[src/rtl/fpga_clkratio_seq_pkg.sv]
// Shared encodings for the clock-ratio sequencer: FSM states, register map, STATUS layout.
package fpga_clk_pkg;

  localparam logic [2:0] ST_IDLE    = 3'd0;
  localparam logic [2:0] ST_REQ     = 3'd1;
  localparam logic [2:0] ST_GATE    = 3'd2;
  localparam logic [2:0] ST_APPLY   = 3'd3;
  localparam logic [2:0] ST_SETTLE  = 3'd4;
  localparam logic [2:0] ST_RELEASE = 3'd5;

  localparam logic [3:0] OFF_RATIO  = 4'h0;
  localparam logic [3:0] OFF_STATUS = 4'h4;

  localparam int STS_BUSY      = 0;
  localparam int STS_RATIO_LSB = 4;
  localparam int STS_WERR      = 8;
  localparam int STS_TMO       = 9;

  typedef struct packed {
    logic        wr;
    logic        rd;
    logic [3:0]  addr;
    logic [31:0] wdata;
  } apb_req_t;

  function automatic logic [31:0] status_word(input logic busy, input logic [2:0] ratio,
                                              input logic werr, input logic tmo);
    logic [31:0] w;
    w                               = '0;
    w[STS_BUSY]                     = busy;
    w[STS_RATIO_LSB+2:STS_RATIO_LSB] = ratio;
    w[STS_WERR]                     = werr;
    w[STS_TMO]                      = tmo;
    return w;
  endfunction

endpackage

[src/rtl/fpga_clkratio_seq_if.sv]
// Peripheral APB slave port of the clock-ratio sequencer.
interface fpga_clkratio_seq_if;
  logic        psel;
  logic        penable;
  logic        pwrite;
  logic [3:0]  paddr;
  logic [31:0] pwdata;
  logic [31:0] prdata;
  logic        pready;

  modport master (output psel, penable, pwrite, paddr, pwdata, input prdata, pready);
  modport slave  (input psel, penable, pwrite, paddr, pwdata, output prdata, pready);
endinterface

[src/rtl/fpga_clkratio_seq_regs.sv]
// APB decode and RATIO/STATUS storage for the clock-ratio sequencer.
// tmo exists only when CLKRATIO_SEQ_TIMEOUT_EN is defined.
module fpga_clkratio_regs
  import fpga_clk_pkg::*;
(
  input  logic              per_clk,
  input  logic              clkrst_b,
  fpga_clkratio_seq_if.slave apb,
  input  logic              busy,
  input  logic [2:0]        cur_ratio,
  input  logic              tmo_set,
  output logic [2:0]        target,
  output logic              seq_start
);

  apb_req_t req;
  logic     ratio_wr, sts_wr, werr_set;
  logic     werr, tmo;

  always_comb begin
    req.wr    = apb.psel & apb.pwrite & apb.penable;
    req.rd    = apb.psel & ~apb.pwrite & apb.penable;
    req.addr  = apb.paddr;
    req.wdata = apb.pwdata;
  end

  assign ratio_wr  = req.wr && (req.addr == OFF_RATIO);
  assign sts_wr    = req.wr && (req.addr == OFF_STATUS);
  assign werr_set  = ratio_wr && busy;
  // Only a real change of ratio launches the handshake.
  assign seq_start = ratio_wr && !busy && (req.wdata[2:0] != cur_ratio);
  assign apb.pready = 1'b1;

  always_ff @(posedge per_clk or negedge clkrst_b) begin
    if (!clkrst_b) begin
      target <= '0;
      werr   <= 1'b0;
    end else begin
      if (ratio_wr && !busy) target <= req.wdata[2:0];
      // A same-cycle set beats the W1C clear.
      werr <= werr_set | (werr & ~(sts_wr & req.wdata[STS_WERR]));
    end
  end

`ifdef CLKRATIO_SEQ_TIMEOUT_EN
  always_ff @(posedge per_clk or negedge clkrst_b) begin
    if (!clkrst_b) tmo <= 1'b0;
    else           tmo <= tmo_set | (tmo & ~(sts_wr & req.wdata[STS_TMO]));
  end
  wire unused_wdata = ^{req.wdata[31:10], req.wdata[7:3]};
`else
  assign tmo = 1'b0;
  wire unused_wdata = ^{req.wdata[31:10], req.wdata[9], req.wdata[7:3], tmo_set};
`endif

  always_ff @(posedge per_clk or negedge clkrst_b) begin
    if (!clkrst_b) begin
      apb.prdata <= '0;
    end else if (req.rd) begin
      case (req.addr)
        OFF_RATIO:  apb.prdata <= {29'd0, target};
        OFF_STATUS: apb.prdata <= status_word(busy, cur_ratio, werr, tmo);
        default:    apb.prdata <= '0;
      endcase
    end
  end

endmodule

[src/rtl/fpga_clkratio_seq.sv]
// CPU:BIU clock-ratio sequencer: quiesce BIU, gate clk_en, apply ratio, settle, release.
// Optional REQ timeout enabled by defining CLKRATIO_SEQ_TIMEOUT_EN.
module fpga_clkratio_seq
  import fpga_clk_pkg::*;
#(
  parameter int GATE_CYC    = 4,
  parameter int SETTLE_CYC  = 8,
  parameter int TIMEOUT_CYC = 256,
  parameter int CNT_W       = 9
) (
  input  logic              per_clk,
  input  logic              clkrst_b,
  fpga_clkratio_seq_if.slave apb,
  output logic              quiesce_req,
  input  logic              quiesce_ack,
  output logic              clk_en,
  output logic [2:0]        pad_biu_clkratio,
  output logic              seq_done_irq
);

  logic [2:0]       state, nxt;
  logic [CNT_W-1:0] cnt;
  logic [2:0]       target;
  logic             seq_start, busy, tmo_set, done, counting;

  assign busy = (state != ST_IDLE);

  fpga_clkratio_regs u_regs (
    .per_clk   (per_clk),
    .clkrst_b  (clkrst_b),
    .apb       (apb),
    .busy      (busy),
    .cur_ratio (pad_biu_clkratio),
    .tmo_set   (tmo_set),
    .target    (target),
    .seq_start (seq_start)
  );

  always_comb begin
    nxt      = state;
    tmo_set  = 1'b0;
    done     = 1'b0;
    counting = 1'b0;
    case (state)
      ST_IDLE: if (seq_start) nxt = ST_REQ;
      ST_REQ: begin
`ifdef CLKRATIO_SEQ_TIMEOUT_EN
        counting = 1'b1;
        if (quiesce_ack) nxt = ST_GATE;
        else if (cnt == CNT_W'(TIMEOUT_CYC-1)) begin
          nxt     = ST_IDLE;
          tmo_set = 1'b1;
          done    = 1'b1;
        end
`else
        if (quiesce_ack) nxt = ST_GATE;
`endif
      end
      ST_GATE: begin
        counting = 1'b1;
        if (cnt == CNT_W'(GATE_CYC-1)) nxt = ST_APPLY;
      end
      ST_APPLY: nxt = ST_SETTLE;
      ST_SETTLE: begin
        counting = 1'b1;
        if (cnt == CNT_W'(SETTLE_CYC-1)) nxt = ST_RELEASE;
      end
      ST_RELEASE: if (!quiesce_ack) begin
        nxt  = ST_IDLE;
        done = 1'b1;
      end
      default: nxt = ST_IDLE;
    endcase
  end

`ifndef CLKRATIO_SEQ_TIMEOUT_EN
  localparam int unused_timeout_cyc = TIMEOUT_CYC;
`endif

  // Counter restarts on every state change, so each timed state sees 0..N-1.
  always_ff @(posedge per_clk or negedge clkrst_b) begin
    if (!clkrst_b)         cnt <= '0;
    else if (nxt != state) cnt <= '0;
    else if (counting)     cnt <= cnt + 1'b1;
  end

  // Outputs are registered from the next state so they switch on the entry edge.
  always_ff @(posedge per_clk or negedge clkrst_b) begin
    if (!clkrst_b) begin
      state            <= ST_IDLE;
      clk_en           <= 1'b1;
      quiesce_req      <= 1'b0;
      pad_biu_clkratio <= '0;
      seq_done_irq     <= 1'b0;
    end else begin
      state        <= nxt;
      clk_en       <= !(nxt == ST_GATE || nxt == ST_APPLY || nxt == ST_SETTLE);
      quiesce_req  <= (nxt == ST_REQ || nxt == ST_GATE || nxt == ST_APPLY || nxt == ST_SETTLE);
      seq_done_irq <= done;
      if (nxt == ST_APPLY && state == ST_GATE) pad_biu_clkratio <= target;
    end
  end

endmodule

[src/flat_wrapper.sv]
// flat-port wrapper written by rule: the top's interface ports become plain ports
module fpga_clkratio_seq_flat import fpga_clk_pkg::*;
#(
  parameter int GATE_CYC    = 4,
  parameter int SETTLE_CYC  = 8,
  parameter int TIMEOUT_CYC = 256,
  parameter int CNT_W       = 9
)
  (per_clk, clkrst_b, quiesce_req, quiesce_ack, clk_en, pad_biu_clkratio, seq_done_irq, apb_psel, apb_penable, apb_pwrite, apb_paddr, apb_pwdata, apb_prdata, apb_pready);
  fpga_clkratio_seq_if apb_i ();
  input  logic per_clk;
  input  logic clkrst_b;
  output logic quiesce_req;
  input  logic quiesce_ack;
  output logic clk_en;
  output logic [2:0] pad_biu_clkratio;
  output logic seq_done_irq;
  input wire logic [$bits(apb_i.psel)-1:0] apb_psel;
  input wire logic [$bits(apb_i.penable)-1:0] apb_penable;
  input wire logic [$bits(apb_i.pwrite)-1:0] apb_pwrite;
  input wire logic [$bits(apb_i.paddr)-1:0] apb_paddr;
  input wire logic [$bits(apb_i.pwdata)-1:0] apb_pwdata;
  output wire logic [$bits(apb_i.prdata)-1:0] apb_prdata;
  output wire logic [$bits(apb_i.pready)-1:0] apb_pready;
  assign apb_i.psel = apb_psel;
  assign apb_i.penable = apb_penable;
  assign apb_i.pwrite = apb_pwrite;
  assign apb_i.paddr = apb_paddr;
  assign apb_i.pwdata = apb_pwdata;
  assign apb_prdata = apb_i.prdata;
  assign apb_pready = apb_i.pready;
  fpga_clkratio_seq #(.GATE_CYC(GATE_CYC), .SETTLE_CYC(SETTLE_CYC), .TIMEOUT_CYC(TIMEOUT_CYC), .CNT_W(CNT_W)) u_core (.per_clk(per_clk), .clkrst_b(clkrst_b), .apb(apb_i), .quiesce_req(quiesce_req), .quiesce_ack(quiesce_ack), .clk_en(clk_en), .pad_biu_clkratio(pad_biu_clkratio), .seq_done_irq(seq_done_irq));
endmodule
[config.mk]
export PLATFORM = sky130hd
export DESIGN_NAME = fpga_clkratio_seq_flat
export DESIGN_NICKNAME = d
export VERILOG_FILES = /design/src/rtl/fpga_clkratio_seq_pkg.sv /design/src/rtl/fpga_clkratio_seq_if.sv /design/src/rtl/fpga_clkratio_seq_regs.sv /design/src/rtl/fpga_clkratio_seq.sv /design/src/flat_wrapper.sv
export SDC_FILE = /design/constraint.sdc
export NUM_CORES = 1
export LEC_CHECK = 0
export CAP_MARGIN = 5
export CORE_MARGIN = 5
export CORE_UTILIZATION = 38
export CTS_BUF_LIST = sky130_fd_sc_hd__clkbuf_4
export DETAILED_ROUTE_END_ITERATION = 7
export GPL_ROUTABILITY_DRIVEN = 0
export PLACE_DENSITY = 0.76
export SLEW_MARGIN = 30
export SYNTH_ARGS = -nofsm -noshare
export SYNTH_HDL_FRONTEND = slang
export SYNTH_SLANG_ARGS = --single-unit
[constraint.sdc]
create_clock -name per_clk -period 2.4 [get_ports per_clk]
set_input_delay 0.24 -clock per_clk [delete_from_list [all_inputs] [get_ports per_clk]]
set_output_delay 0.24 -clock per_clk [all_outputs]
set_load 0.02 [all_outputs]
==> flow_metrics.env <==
export IMPL_dr_pass1_iters=4
export IMPL_hold_viol=0
export IMPL_ys_flop_type="dfrtp_1"
export IMPL_dieArea_um2=5710
export IMPL_clk_path_buf_depth=2
export IMPL_startpoint="apb_paddr[2]"
export IMPL_die_w_um=75.6
export IMPL_hold_path_class="in2async"
export IMPL_core_area_um2=4090
export IMPL_nets=236
export IMPL_vdd_drop_max_uv=245
export IMPL_antenna_found_initial=0
export IMPL_slew_headroom_pct=55.7
export IMPL_clk_pin_slew_ps=90
export IMPL_grt_usage_pct=11.1
export IMPL_synthTopCellsByArea="dfrtp_1, buf_4, xnor2_1, nand2_1, nor2_1"
export IMPL_grt_pass1_vias=1067
export IMPL_die_h_um=75.6
export IMPL_clock_root_buffer="clkbuf_4"
export IMPL_async_flop_share_pct=100
export IMPL_ctsHoldBuffers=0
export IMPL_overflow=0
export IMPL_cts_setup_buffers=0
export IMPL_crit_arrival_ps=1950
export IMPL_yosysTopAreaCellShare_pct=42.9
export IMPL_io_buffer_count=26
export IMPL_synth_edf_count=0
export IMPL_syn2layout_area_growth_pct=16.0
export IMPL_yosysSeqAreaShare_pct=44.5
export IMPL_cts_sinks=29
export IMPL_ys_top_cells_by_count="dfrtp_1, buf_4, nand2_1"
export IMPL_cpMaxStageDelayCell="clkdlybuf4s50_1"
export IMPL_run_status="complete, no violations"
export IMPL_fmax_ghz=0.573
export IMPL_crit_type="in2reg"
export IMPL_yosysMostFrequentCell="dfrtp_1"
export IMPL_grt_pass1_wl_mm=4.67
export IMPL_start_util_pct=40.0
export IMPL_start_kind="input pin"
export IMPL_ant_nets=0
export IMPL_fin_setup_tns_ps=0
export IMPL_ys_ff_latch=29
export IMPL_finish_utilization_pct=46.4
export IMPL_drt_iter0_markers=51
export IMPL_syn_cell_area_um2=1630
export IMPL_worstPathCellList="clkdlybuf4s50_1 -> nor4_1 -> nand3_1 -> o211ai_4 -> nor2_1"
export IMPL_setup_viol=0
export IMPL_worstMarginPinSlew_ps=660
export IMPL_synthDistinctLibCells=39
export IMPL_fin_crit_ps=1750
export IMPL_via_per_inst=4.82
export IMPL_cts_resized=0
export IMPL_routedWlPerCell_um=12.0
export IMPL_num_rows=23
export IMPL_cap_violations=0
export IMPL_synth_warnings=0
export IMPL_netlist_instances=164
export IMPL_pin_count=81
export IMPL_worst_clock_skew_ps=8.47
export IMPL_cts_tree="built"
export IMPL_max_stage_delay_ps=500
export IMPL_antenna_cells=0
export IMPL_routed_wl_mm=2.92
export IMPL_power_density_nw_per_um2=789
export IMPL_final_period_utilization_pct=72.7
export IMPL_ctsHtreeMaxLevel=2
export IMPL_clk_latency_ps=330
export IMPL_drcViolationCount=0
export IMPL_r2r_start="u_core.state[0]$_DFF_PN0_"
export IMPL_p_leak_nw=0.849
export IMPL_crit_required_ps=2600
export IMPL_avgSynthCellArea_um2=9.96
export IMPL_hpwl_mm=2.17
export IMPL_crit_path_end_kind="flop"
export IMPL_path_max_fanout=9
export IMPL_cts_buffers_inserted=5
export IMPL_grt_max_degree=30
export IMPL_slew_violations=0
export IMPL_rsz0062_at_grt="no"
export IMPL_synth_top_area_cell="dfrtp_1"
export IMPL_drive_gt1_share_pct=9.79
export IMPL_vias=1177
==> layout by cell type (no fill, tap or decap), drive strengths merged, types with 2 or more instances in the layout <==
cell,count
nor4,2
nand4b,3
clkdlybuf4s50,26
o21ai,10
dfrtp,28
clkbuf,5
nand3,4
mux2,7
a21oi,2
xnor2,9
nand4,2
o211ai,3
a22o,2
nor3b,3
nand3b,2
nor3,7
nor2b,2
nor2,14
conb,26
buf,2
clkinv,3
nand2,17
xor2,4
==> logic make-up (layout without fill, tap and decap cells) <==
group | Yosys count | after routing | share of synthesized area, %
adders and majority gates | 1 | 1 | 0.766
AOI/OAI and AO/OA | 20 | 20 | 8.58
other | 2 | 26 | 0.460
buffers and inverters | 30 | 36 | 13.2
and+or+nand+nor | 62 | 62 | 20.7
muxes | 7 | 7 | 4.82
DFF | 29 | 29 | 44.5
xor gates and xnor gates | 13 | 13 | 6.97
==> registers in the layout (all words and copies together) (netlist names) <==
signal	count
u_core.cnt	9
u_core.clk_en	1
u_core.u_regs.target	3
u_core.u_regs.werr	1
u_core.seq_done_irq	1
u_core.quiesce_req	1
u_core.state	3
u_core.u_regs.apb.prdata	7
u_core.pad_biu_clkratio	3
==> cell type report <==
| cell class | count | area [um^2] |
|---|---|---|
| Clock inverter | 3 | 12.5 |
| Multi-Input combinational cell | 129 | 781 |
| Tap cell | 50 | 62.6 |
| Sequential cell | 29 | 727 |
| Clock buffer | 5 | 37.5 |
| Fill cell | 399 | 2190 |
| Timing Repair Buffer | 28 | 275 |
==> worst max-delay path: cells and delay by family <==
family | cells | cell delay [ps]
compound gates | 1 | 370
buf+inv | 1 | 500
simple gates | 3 | 840
==> through the flow <==
step / cells / area, um^2 / hold slack (ps) / setup WS, ps / power [mW]
2_1_floorplan: 188 / 1720 / -55.6 / 984 / 1.11
3_3_place_gp: 236 / 1850 / 461 / 350 / 1.23
3_5_place_dp: 236 / 1850 / 469 / 311 / 1.24
4_1_cts: 244 / 1900 / 283 / 652 / 1.52
5_1_grt: 244 / 1900 / 304 / 533 / 1.62
6_report: 244 / 1900 / 284 / 654 / 1.49
==> power by group <==
group / internal (mW) / switching (mW) / leakage, nW
Clock: 0.105 / 0.162 / 0.0300
Combinational: 0.241 / 0.276 / 0.432
Sequential: 0.584 / 0.127 / 0.387
Total: 0.930 / 0.565 / 0.849
==> final timing paths <==
path	endpoint	slack (ps)	cells after the start
max reg2reg	u_core.cnt[5]$_DFFE_PN0P_	680	4
max in group asynchronous	u_core.clk_en$_DFF_PN1_	1800	2
min	u_core.u_regs.apb.prdata[5]$_DFFE_PN0P_	280	2
min in group per_clk	u_core.u_regs.apb.prdata[8]$_DFFE_PN0P_	480	2
max	u_core.cnt[5]$_DFFE_PN0P_	650	5
min reg2reg	u_core.u_regs.apb.prdata[8]$_DFFE_PN0P_	480	2
==> routing by layer <==
layer	track usage (%)	wire (um)	vias up
li1	-	-	566
met1	12.5	1140	559
met2	17.6	1400	44
met3	5.28	314	8
met4	5.83	69	0
met5	0	0	-
Note: power is estimated with default switching activity, not from simulation.
